## config.mk

```make
export PLATFORM = sky130hd
export DESIGN_NAME = filter_seq_ctrl_flat
export DESIGN_NICKNAME = d
export VERILOG_FILES = /design/src/rtl/filter_seq_ctrl_pkg.sv /design/src/rtl/filter_seq_ctrl_if.sv /design/src/rtl/filter_seq_ctrl_counter.sv /design/src/rtl/filter_seq_ctrl.sv /design/src/flat_wrapper.sv
export SDC_FILE = /design/constraint.sdc
export NUM_CORES = 1
export LEC_CHECK = 0
export ABC_AREA = 1
export BUFFER_PORTS_ARGS = -buffer_cell sky130_fd_sc_hd__clkbuf_2
export CAP_MARGIN = 20
export CORE_MARGIN = 2
export CORE_UTILIZATION = 34
export CTS_CLUSTER_DIAMETER = 200
export DETAILED_ROUTE_END_ITERATION = 6
export PLACE_DENSITY_LB_ADDON = 0.3
export SYNTH_ARGS = -nofsm -noshare
export SYNTH_HDL_FRONTEND = slang
export SYNTH_SLANG_ARGS = --single-unit
```

## constraint.sdc

```tcl
create_clock -name clk -period 1.25 [get_ports clk]
set_input_delay 0 -clock clk [delete_from_list [all_inputs] [get_ports clk]]
set_output_delay 0 -clock clk [all_outputs]
set_load 0.005 [all_outputs]
```

## src/rtl/filter_seq_ctrl_pkg.sv

```systemverilog
// Shared types for the filter sequencing controller.
// Holds the FSM state encoding and the window-counter width helper.
package filter_seq_pkg;

  typedef enum logic [2:0] {
    S_IDLE     = 3'd0,
    S_WAIT_BUF = 3'd1,
    S_READ     = 3'd2,
    S_NEXT_WIN = 3'd3,
    S_ADV      = 3'd4,
    S_DONE     = 3'd5
  } filter_seq_state_t;

  // Window counter width: clog2 of the window count, never below one bit.
  function automatic int unsigned win_width(input int unsigned windows);
    return (windows > 1) ? $clog2(windows) : 1;
  endfunction

endpackage

```

## src/rtl/filter_seq_ctrl_if.sv

```systemverilog
// Handshake and strobe bundle between the top-level controller, the
// filter_seq_ctrl sequencer, and the filter address generator / buffer.
// slave  : the sequencer side (takes start/abort/status, drives strobes).
// master : the environment side.
interface filter_seq_ctrl_if #(
  parameter int unsigned PERF_WIDTH = 16
);

  logic                  start;
  logic                  abort;
  logic                  buf_valid;
  logic                  out_ready;
  logic                  filter_end;
  logic                  finish_filter;

  logic                  rd_valid;
  logic                  filter_cnt_en;
  logic                  ld_filter_head;
  logic                  clr_filter_head;
  logic                  index_cnt_en;
  logic                  clr_index;
  logic                  busy;
  logic                  done;
  logic [PERF_WIDTH-1:0] stall_cnt;

  modport master (
    output start, abort, buf_valid, out_ready, filter_end, finish_filter,
    input  rd_valid, filter_cnt_en, ld_filter_head, clr_filter_head,
           index_cnt_en, clr_index, busy, done, stall_cnt
  );

  modport slave (
    input  start, abort, buf_valid, out_ready, filter_end, finish_filter,
    output rd_valid, filter_cnt_en, ld_filter_head, clr_filter_head,
           index_cnt_en, clr_index, busy, done, stall_cnt
  );

endinterface

```

## src/rtl/filter_seq_ctrl_counter.sv

```systemverilog
// Generic up-counter with synchronous reset, synchronous clear and enable.
// Clear has priority over enable.
module Counter #(
  parameter int unsigned WIDTH = 1
) (
  input  logic             clk,
  input  logic             rst,
  input  logic             clr,
  input  logic             en,
  output logic [WIDTH-1:0] count
);

  // Count register: reset/clear to zero, otherwise step when enabled.
  always_ff @(posedge clk) begin
    if (rst || clr) begin
      count <= '0;
    end else if (en) begin
      count <= count + 1'b1;
    end
  end

endmodule

```

## src/rtl/filter_seq_ctrl.sv

```systemverilog
// filter_seq_ctrl: sequencing FSM for the convolution filter path.
// Drives the Filter_generator strobes from a start/done handshake, replays
// each filter over WINDOWS input windows, and throttles read beats with the
// downstream out_ready handshake.
// Optional feature: define FILTER_SEQ_PERF_EN to build the saturating stall
// counter on stall_cnt; otherwise stall_cnt is tied to zero.
module filter_seq_ctrl
  import filter_seq_pkg::*;
#(
  parameter int unsigned WINDOWS    = 4,
  parameter int unsigned WIN_WIDTH  = win_width(WINDOWS),
  parameter int unsigned PERF_WIDTH = 16
) (
  input  logic              clk,
  input  logic              rst,
  filter_seq_ctrl_if.slave  bus
);

  filter_seq_state_t    state;
  filter_seq_state_t    state_nxt;
  logic [WIN_WIDTH-1:0] win_cnt;
  logic                 win_last;
  logic                 win_clr;
  logic                 win_en;

  logic rd_valid_c;
  logic filter_cnt_en_c;
  logic ld_filter_head_c;
  logic clr_filter_head_c;
  logic index_cnt_en_c;
  logic clr_index_c;
  logic start_acc;

  assign win_last = (win_cnt == WIN_WIDTH'(WINDOWS - 1));

  // Window replay counter: cleared at run start, at the last window, on abort.
  Counter #(
    .WIDTH (WIN_WIDTH)
  ) u_win_cnt (
    .clk   (clk),
    .rst   (rst),
    .clr   (win_clr),
    .en    (win_en),
    .count (win_cnt)
  );

  // State register.
  always_ff @(posedge clk) begin
    if (rst) begin
      state <= S_IDLE;
    end else begin
      state <= state_nxt;
    end
  end

  // Next-state and Mealy strobe decode; abort overrides every transition,
  // and the whole decode is forced quiet while rst is high.
  always_comb begin
    state_nxt         = state;
    rd_valid_c        = 1'b0;
    filter_cnt_en_c   = 1'b0;
    ld_filter_head_c  = 1'b0;
    clr_filter_head_c = 1'b0;
    index_cnt_en_c    = 1'b0;
    clr_index_c       = 1'b0;
    win_clr           = 1'b0;
    win_en            = 1'b0;
    start_acc         = 1'b0;
    if (rst) begin
      state_nxt = S_IDLE;
    end else if (state != S_IDLE && bus.abort) begin
      state_nxt   = S_IDLE;
      clr_index_c = 1'b1;
      win_clr     = 1'b1;
    end else begin
      unique case (state)
        S_IDLE: begin
          if (bus.start && !bus.abort) begin
            start_acc         = 1'b1;
            clr_filter_head_c = 1'b1;
            clr_index_c       = 1'b1;
            win_clr           = 1'b1;
            state_nxt         = S_WAIT_BUF;
          end
        end
        S_WAIT_BUF: begin
          if (bus.buf_valid) begin
            state_nxt = S_READ;
          end
        end
        S_READ: begin
          rd_valid_c = 1'b1;
          if (bus.out_ready) begin
            if (bus.filter_end) begin
              clr_index_c = 1'b1;
              state_nxt   = S_NEXT_WIN;
            end else begin
              index_cnt_en_c = 1'b1;
            end
          end
        end
        S_NEXT_WIN: begin
          if (win_last) begin
            win_clr   = 1'b1;
            state_nxt = S_ADV;
          end else begin
            win_en    = 1'b1;
            state_nxt = S_READ;
          end
        end
        S_ADV: begin
          ld_filter_head_c = 1'b1;
          filter_cnt_en_c  = 1'b1;
          state_nxt        = bus.finish_filter ? S_DONE : S_WAIT_BUF;
        end
        S_DONE: begin
          state_nxt = S_IDLE;
        end
        default: begin
          state_nxt = S_IDLE;
        end
      endcase
    end
  end

  assign bus.rd_valid        = rd_valid_c;
  assign bus.filter_cnt_en   = filter_cnt_en_c;
  assign bus.ld_filter_head  = ld_filter_head_c;
  assign bus.clr_filter_head = clr_filter_head_c;
  assign bus.index_cnt_en    = index_cnt_en_c;
  assign bus.clr_index       = clr_index_c;
  assign bus.busy            = (state != S_IDLE);
  assign bus.done            = (state == S_DONE);

`ifdef FILTER_SEQ_PERF_EN
  logic [PERF_WIDTH-1:0] stall_q;
  logic                  stall_inc;

  assign stall_inc = !rst && !bus.abort &&
                     ((state == S_WAIT_BUF && !bus.buf_valid) ||
                      (state == S_READ     && !bus.out_ready));

  // Saturating stall counter, restarted at the beginning of every run.
  always_ff @(posedge clk) begin
    if (rst || start_acc) begin
      stall_q <= '0;
    end else if (stall_inc && stall_q != '1) begin
      stall_q <= stall_q + 1'b1;
    end
  end

  assign bus.stall_cnt = stall_q;
`else
  assign bus.stall_cnt = PERF_WIDTH'(0);
`endif

endmodule

```

## src/flat_wrapper.sv

```systemverilog
// flat-port wrapper written by rule: the top's interface ports become plain ports
module filter_seq_ctrl_flat import filter_seq_pkg::*;
#(
  parameter int unsigned WINDOWS    = 4,
  parameter int unsigned WIN_WIDTH  = win_width(WINDOWS),
  parameter int unsigned PERF_WIDTH = 16
)
  (clk, rst, bus_start, bus_abort, bus_buf_valid, bus_out_ready, bus_filter_end, bus_finish_filter, bus_rd_valid, bus_filter_cnt_en, bus_ld_filter_head, bus_clr_filter_head, bus_index_cnt_en, bus_clr_index, bus_busy, bus_done, bus_stall_cnt);
  filter_seq_ctrl_if #(.PERF_WIDTH(PERF_WIDTH)) bus_i ();
  input  logic clk;
  input  logic rst;
  input wire logic [$bits(bus_i.start)-1:0] bus_start;
  input wire logic [$bits(bus_i.abort)-1:0] bus_abort;
  input wire logic [$bits(bus_i.buf_valid)-1:0] bus_buf_valid;
  input wire logic [$bits(bus_i.out_ready)-1:0] bus_out_ready;
  input wire logic [$bits(bus_i.filter_end)-1:0] bus_filter_end;
  input wire logic [$bits(bus_i.finish_filter)-1:0] bus_finish_filter;
  output wire logic [$bits(bus_i.rd_valid)-1:0] bus_rd_valid;
  output wire logic [$bits(bus_i.filter_cnt_en)-1:0] bus_filter_cnt_en;
  output wire logic [$bits(bus_i.ld_filter_head)-1:0] bus_ld_filter_head;
  output wire logic [$bits(bus_i.clr_filter_head)-1:0] bus_clr_filter_head;
  output wire logic [$bits(bus_i.index_cnt_en)-1:0] bus_index_cnt_en;
  output wire logic [$bits(bus_i.clr_index)-1:0] bus_clr_index;
  output wire logic [$bits(bus_i.busy)-1:0] bus_busy;
  output wire logic [$bits(bus_i.done)-1:0] bus_done;
  output wire logic [$bits(bus_i.stall_cnt)-1:0] bus_stall_cnt;
  assign bus_i.start = bus_start;
  assign bus_i.abort = bus_abort;
  assign bus_i.buf_valid = bus_buf_valid;
  assign bus_i.out_ready = bus_out_ready;
  assign bus_i.filter_end = bus_filter_end;
  assign bus_i.finish_filter = bus_finish_filter;
  assign bus_rd_valid = bus_i.rd_valid;
  assign bus_filter_cnt_en = bus_i.filter_cnt_en;
  assign bus_ld_filter_head = bus_i.ld_filter_head;
  assign bus_clr_filter_head = bus_i.clr_filter_head;
  assign bus_index_cnt_en = bus_i.index_cnt_en;
  assign bus_clr_index = bus_i.clr_index;
  assign bus_busy = bus_i.busy;
  assign bus_done = bus_i.done;
  assign bus_stall_cnt = bus_i.stall_cnt;
  filter_seq_ctrl #(.WINDOWS(WINDOWS), .WIN_WIDTH(WIN_WIDTH), .PERF_WIDTH(PERF_WIDTH)) u_core (.clk(clk), .rst(rst), .bus(bus_i));
endmodule
```

==> results of run 1 <==
cell usage after synthesis:
cell / n
a21oi_1: 2
a31oi_1: 1
and2_1: 1
buf_4: 17
buf_6: 1
conb_1: 1
dfxtp_1: 5
ha_1: 1
inv_1: 8
inv_2: 2
nand2_1: 10
nand2_2: 6
nand3_1: 2
nand3_2: 2
nand4_1: 3
nor2_1: 11
nor2_2: 1
nor2_4: 2
nor3_1: 1
nor3_4: 1
nor4_1: 1
nor4_2: 1
o21ai_0: 1
xor2_1: 1
worst min-delay path, stage by stage:
cell and delay [ns]:
clkbuf_2 0.08, nand3_1 0.07, a21oi_1 0.06
layout make-up:
| type | count | share of cell area |
|---|---|---|
| clock buffers | 4 | 0.03590 |
| inverters | 10 | 0.05470 |
| flip-flops and latches | 5 | 0.1470 |
| multi-input cells | 64 | 0.5299 |
| repair buffers | 25 | 0.2051 |
| well taps | 16 | 0.02735 |
cell usage in the layout, fill, tap and decap left out, drive strengths merged:
cell    instances
conb           16
a31oi           1
nor3            2
o21ai           1
nand4           3
buf            13
inv            10
nor4            2
nand2          16
xor2            1
nor2           14
nand3           4
dfxtp           5
a21oi           2
clkbuf         16
and2            1
ha              1
kinds of logic (layout without fill, tap and decap cells):
logic type,Yosys count,after routing
simple gates,42,42
compound gates,4,4
buf+inv,28,39
other cells,1,16
xor+xnor,1,1
flops,5,5
fa+ha+maj,1,1
worst paths after layout:
| kind | slack (ns) | end | startpoint |
|---|---|---|---|
| worst min-delay path | 0.008 | u_core.state[2] | bus_finish_filter |
| worst min register to register | 0.52 | u_core.u_win_cnt.count[1] | u_core.u_win_cnt.count[1] |
| worst max register to register | 0.09 | u_core.u_win_cnt.count[0] | u_core.u_win_cnt.count[0] |
| worst max-delay path | -0.02 | bus_ld_filter_head | u_core.state[1] |
metrics by stage:
| step | hold slack [ns] | std cells |
|---|---|---|
| finish | 0.008304 | 124 |
| global route | 0.01712 | 124 |
| CTS | 0.006727 | 121 |
| detailed placement | 0.2281 | 113 |
| global placement | 0.2278 | 113 |
| floorplan | 0.02613 | 97 |
layer usage:
layer | track usage | part of all wire
met1 | 0.1450 | 0.45
met2 | 0.1971 | 0.48
met3 | 0.04800 | 0.069
met4 | 0 | 0
met5 | 0 | 0
power by group through the flow:
stage | clock network, mW | registers (mW) | logic (mW)
2_1_floorplan | 0 | 0.235 | 0.480
3_3_place_gp | 0 | 0.273 | 0.547
3_5_place_dp | 0 | 0.276 | 0.542
4_1_cts | 0.188 | 0.279 | 0.687
5_1_grt | 0.200 | 0.287 | 0.856
6_report | 0.179 | 0.280 | 0.769
flip-flops by register name, summed over array words and instances, names as in the netlist:
| register | cells |
|---|---|
| u_core.state | 3 |
| u_core.u_win_cnt.count | 2 |
what timing repair did:
action | CTS | global route
hold buffers | 0 | 0
endpoints found under the setup margin | 5 | 5
gates resized for setup | 9 | 6
pin swaps | 2 | 1
setup buffers | 4 | 3
==> flow_summary.ini, run 1 <==
[cts]
h-tree-depth = 1
cts.sinks = 5
cts_tree = built
clkLatencyLatePin_ns = 0.24
cts_buffer_depth = 2
cts_made_buffers = 3
cts_root_buffer = clkbuf_4
clk_pin_slew_ns = 0.04

[grt]
grt_use_total = 0.1156
grt_max_degree = 10
overflow = 0
grt_pass1_wl_mm = 1.738
antenna_found_initial = 0
first_global_vias = 462

[power]
p_sw_uw = 535.8
comb_power_share = 0.626
intPower_uw = 692.2
power_mw = 1.228
clkPwrFrac = 0.146
power.leakage_nw = 0.4187
sw_frac_of_total = 0.4363
power.density_mw_per_mm2 = 1678
seq_power_share = 0.228
peakVddDrop_v = 0.0007560

[hold_path]
hp-class = primary input to register
whs_path_depth = 3

[yosys]
synth_area_um2 = 563.0
syn_area_per_cell_um2 = 6.866
synthTopCellsByArea = buf_4, dfxtp_1, nor2_1
ys_seq_elements = 5
yosysTopAreaCellShare = 0.2267
yosys.area_share.adder = 0.02222
synth_cell_type_count = 24
ys_warn_count = 0
syn_inst = 82
synthMuxAreaShare = 0
synth_top_family_by_area = simple AND/OR/NAND/NOR gates
yosys.area_share.simple = 0.4267
synth_area_leader_cell = buf_4
synth_compound_area_frac = 0.03778
synth-xor-area-share = 0.01556
ys_seq_area_frac = 0.1778

[critical_path]
crit_fanout = 8
critical_path_depth = 6
worstPathArrival_ns = 1.27
slowest_stage = dfxtp_4
critical_path_class = register to output port
startpoint_type = register
critical_path.top_delay_family = simple AND/OR/NAND/NOR gates
cp.required_ns = 1.25
critPathBufInv = 1
endpoint_kind = output port
worstRegToRegCells = 4
cpPeakStageDelay_ns = 0.37
cp_cell_sequence = nor2_4 -> nand2_2 -> nand2_4 -> nand2_8 -> nor4_4 -> buf_2

[layout]
area_delta_synth_final_pct = 30.00
multi_input_comb_area_um2 = 387.9
drive_gt1_frac = 0.4352
n_antenna_cell = 0
fin_area_um2 = 732.0
layout.nets = 118
regArea_um2 = 107.6
fillers = 167
final_core_util = 0.4803

[floorplanning]
std_cell_rows = 14
io-pin-count = 32
coreArea_mm2 = 0.001524
dieArea_mm2 = 0.001998
fp.dieW_um = 44.70
initial_utilization = 0.3695
die_h_um = 44.70

[detailed_routing]
wl_per_cell_um = 8.855
routed_wl_mm = 1.098
drc = 0
initialDrtViolationCount = 5
detail-route-antenna-nets = 0
firstDrtPassIters = 4
routed_via_density = 4.210
vias = 522

[sta]
fin_crit_ns = 1.273
fin_crit_sh = 1.018
fin_ws_ns = -0.02266
hold_viol = 0
clock_skew_ns = 0.004402
clock.fmax_ghz = 0.7858
grt_setup_unrepaired = true
slew_viol_final = 0
finalSetupViolations = 2
setup_tns_ns = -0.04170

[place]
place_congestion = 0.7835
port_buffers = 15
dp_hpwl_um = 872.9
postPlaceCellArea_um2 = 604.3
pre_cts_ws_ns = 0.02041

[run_status]
violations = setup timing
status = complete, but fails checks

[job]
maxCapViolations = 0
Note: power is estimated with default switching activity, not from simulation.
==> inputs of run 2 (changes only) <==
Settings changed: ABC_AREA 1 to 0, CTS_CLUSTER_DIAMETER 200 to 30.
==> flow_summary.ini, run 2 <==
[layout]
mostFrequentLayoutCells = conb_1, clkbuf_2, buf_4
fin_area_um2 = 695.7
top_regs = u_core.state x3, u_core.u_win_cnt.count x2
layout.nets = 101
final_common_cell = conb_1
multi_input_comb_area_um2 = 354.1
fillers = 133
n_antenna_cell = 0
area_delta_synth_final_pct = 37.97
largest_register_ffs = 3
regArea_um2 = 102.6
largest-register = u_core.state
drive_gt1_frac = 0.5055

[floorplanning]
fp.dieW_um = 42.51
std_cell_rows = 13
initial_utilization = 0.3735
coreArea_mm2 = 0.001350
io-pin-count = 32
die_h_um = 42.51
dieArea_mm2 = 0.001807

[yosys]
ys_seq_elements = 5
synth.most_common_cell = buf_4
synth_common_cells = buf_4, dfxtp_1, nor2_1, a21oi_1
synth_area_um2 = 504.2
synth_area_leader_cell = buf_4
synth_ff_type = dfxtp_1
synthTopCellsByArea = buf_4, dfxtp_1, a21oi_1
ys_seq_area_frac = 0.1985
synth_cell_type_count = 30
syn_area_per_cell_um2 = 8.133
syn_inst = 62
ys_warn_count = 0
yosysTopAreaCellShare = 0.2531
synth-edff-count = 0
async_flop_share = 0

[grt]
antenna_found_initial = 0
grt_use_total = 0.1223
use_met2 = 0.2185
first_global_vias = 396
grt_max_degree = 12
grt_pass1_wl_mm = 1.642
met1_usage = 0.1256
grt-busiest-layer = met2
overflow = 0
use_met3 = 0.05603

[cts]
cts_made_buffers = 3
cts_root_buffer = clkbuf_4
h-tree-depth = 1
clkLatencyLatePin_ns = 0.25
cts_tree = built
clk_pin_slew_ns = 0.05
cts.sinks = 5
cts_buffer_depth = 2

[sta]
slew_viol_final = 0
clock_skew_ns = 0.005414
clock.fmax_ghz = 0.6329
hold_viol = 0
grt_setup_unrepaired = true
fin_crit_ns = 1.580
fin_ws_ns = -0.3301
fin_crit_sh = 1.264
finalSetupViolations = 10
hold_slack_ns = 0.1572

[detailed_routing]
routed_via_density = 4.575
vias = 485
routed_wl_mm = 1.141
firstDrtPassIters = 4
wl_per_cell_um = 10.76
drc = 0
detail-route-antenna-nets = 0
initialDrtViolationCount = 6

[critical_path]
critical_path_class = register to output port
startpoint_type = register
worstRegToRegCells = 6
endpoint_kind = output port
worstPathArrival_ns = 1.58
r2r-end = u_core.u_win_cnt.count[0]
crit_fanout = 4
r2r-start = u_core.state[0]
r2r_slack_ns = -0.25
cp.required_ns = 1.25

[place]
postPlaceCellArea_um2 = 588.1
pre_cts_ws_ns = -0.1535
dp_hpwl_um = 772.3
place_congestion = 0.7839
port_buffers = 15

[power]
peakVddDrop_v = 0.0005404
power.leakage_nw = 0.3505
power.density_mw_per_mm2 = 900.7

[hold_path]
hp-class = primary input to register
min-delay-start = rst
hold_end = u_core.state[0]
whs_path_depth = 3

[run_status]
status = complete, but fails checks
violations = setup timing

[job]
maxCapViolations = 0
run 2: changes by cell type in the layout (fill, tap and decap cells not counted), sizes merged, moves of 2 or more:
| cell | delta |
|---|---|
| nand2 | -14 |
| inv | -9 |
| nor2 | -9 |
| a21oi | +3 |
| clkbuf | +3 |
| nand4 | -3 |
| and3 | +2 |
| nand2b | +2 |
| nand3 | -2 |
| nand3b | +2 |
| nor2b | +2 |
run 2: cells by family after synthesis:
group	Yosys count	share of synthesized area
simple gates	25	0.3127
buf+inv	20	0.2928
compound gates	7	0.09678
flops	5	0.1985
mux	2	0.04962
fa+ha+maj	1	0.02481
other cells	1	0.007437
xor+xnor	1	0.01737
run 2: power breakdown:
group / switching (mW) / leakage, nW / total [mW] / internal (mW)
registers: 0.00430 / 0.0413 / 0.175 / 0.171
clock network: 0.0700 / 0.0150 / 0.191 / 0.121
logic: 0.128 / 0.294 / 0.261 / 0.133
total: 0.202 / 0.350 / 0.627 / 0.424
run 2: per-stage QoR:
| stage | setup TNS [ns] | utilization | power, mW | cells |
|---|---|---|---|---|
| 6_report | -2.097 | 0.5153 | 0.6266 | 106 |
| 4_1_cts | -1.674 | 0.4773 | 0.5865 | 103 |
| 3_5_place_dp | -0.3863 | 0.4356 | 0.3666 | 97 |
| 2_1_floorplan | -0.2255 | - | 0.3520 | 77 |
| 3_3_place_gp | -0.2842 | 0.4356 | 0.3647 | 97 |
| 5_1_grt | -2.736 | 0.5153 | 0.6671 | 106 |
run 2: how the worst max path moves through the flow:
stage	start	endpoint	slack (ns)
finish	u_core.state[0]	bus_clr_index	-0.33
global route	u_core.state[0]	bus_clr_index	-0.37
CTS	u_core.state[0]	bus_clr_index	-0.31
detailed placement	u_core.state[0]	bus_clr_index	-0.15
global placement	u_core.state[0]	bus_clr_index	-0.10
floorplan	u_core.state[1]	u_core.u_win_cnt.count[1]	-0.10
run 2: cell type report:
type	count	share of cell area
Sequential cell	5	0.1475
Clock buffer	4	0.03777
Inverter	1	0.005396
Timing Repair Buffer	29	0.2734
Tap cell	15	0.02698
Multi-Input combinational cell	52	0.5090
run 2: timing repair:
action	CTS	global route
setup buffers	1	3
setup endpoints to repair	10	11
hold buffers	1	0
hold endpoints to repair	1	0
gates resized for setup	3	8
run 2: critical path: stages, from the launching register on:
cell and delay, ns:
dfxtp_2 0.31, or3_4 0.40, mux2_4 0.34, a21oi_2 0.15, clkbuf_2 0.13
run 2: routing by layer:
metal / wire, µm / up-vias / share of wire
met1: 425 / 231 / 0.37
met5: 0 / - / 0
met3: 61 / 0 / 0.053
li1: - / 238 / -
met2: 653 / 16 / 0.57
met4: 0 / 0 / 0
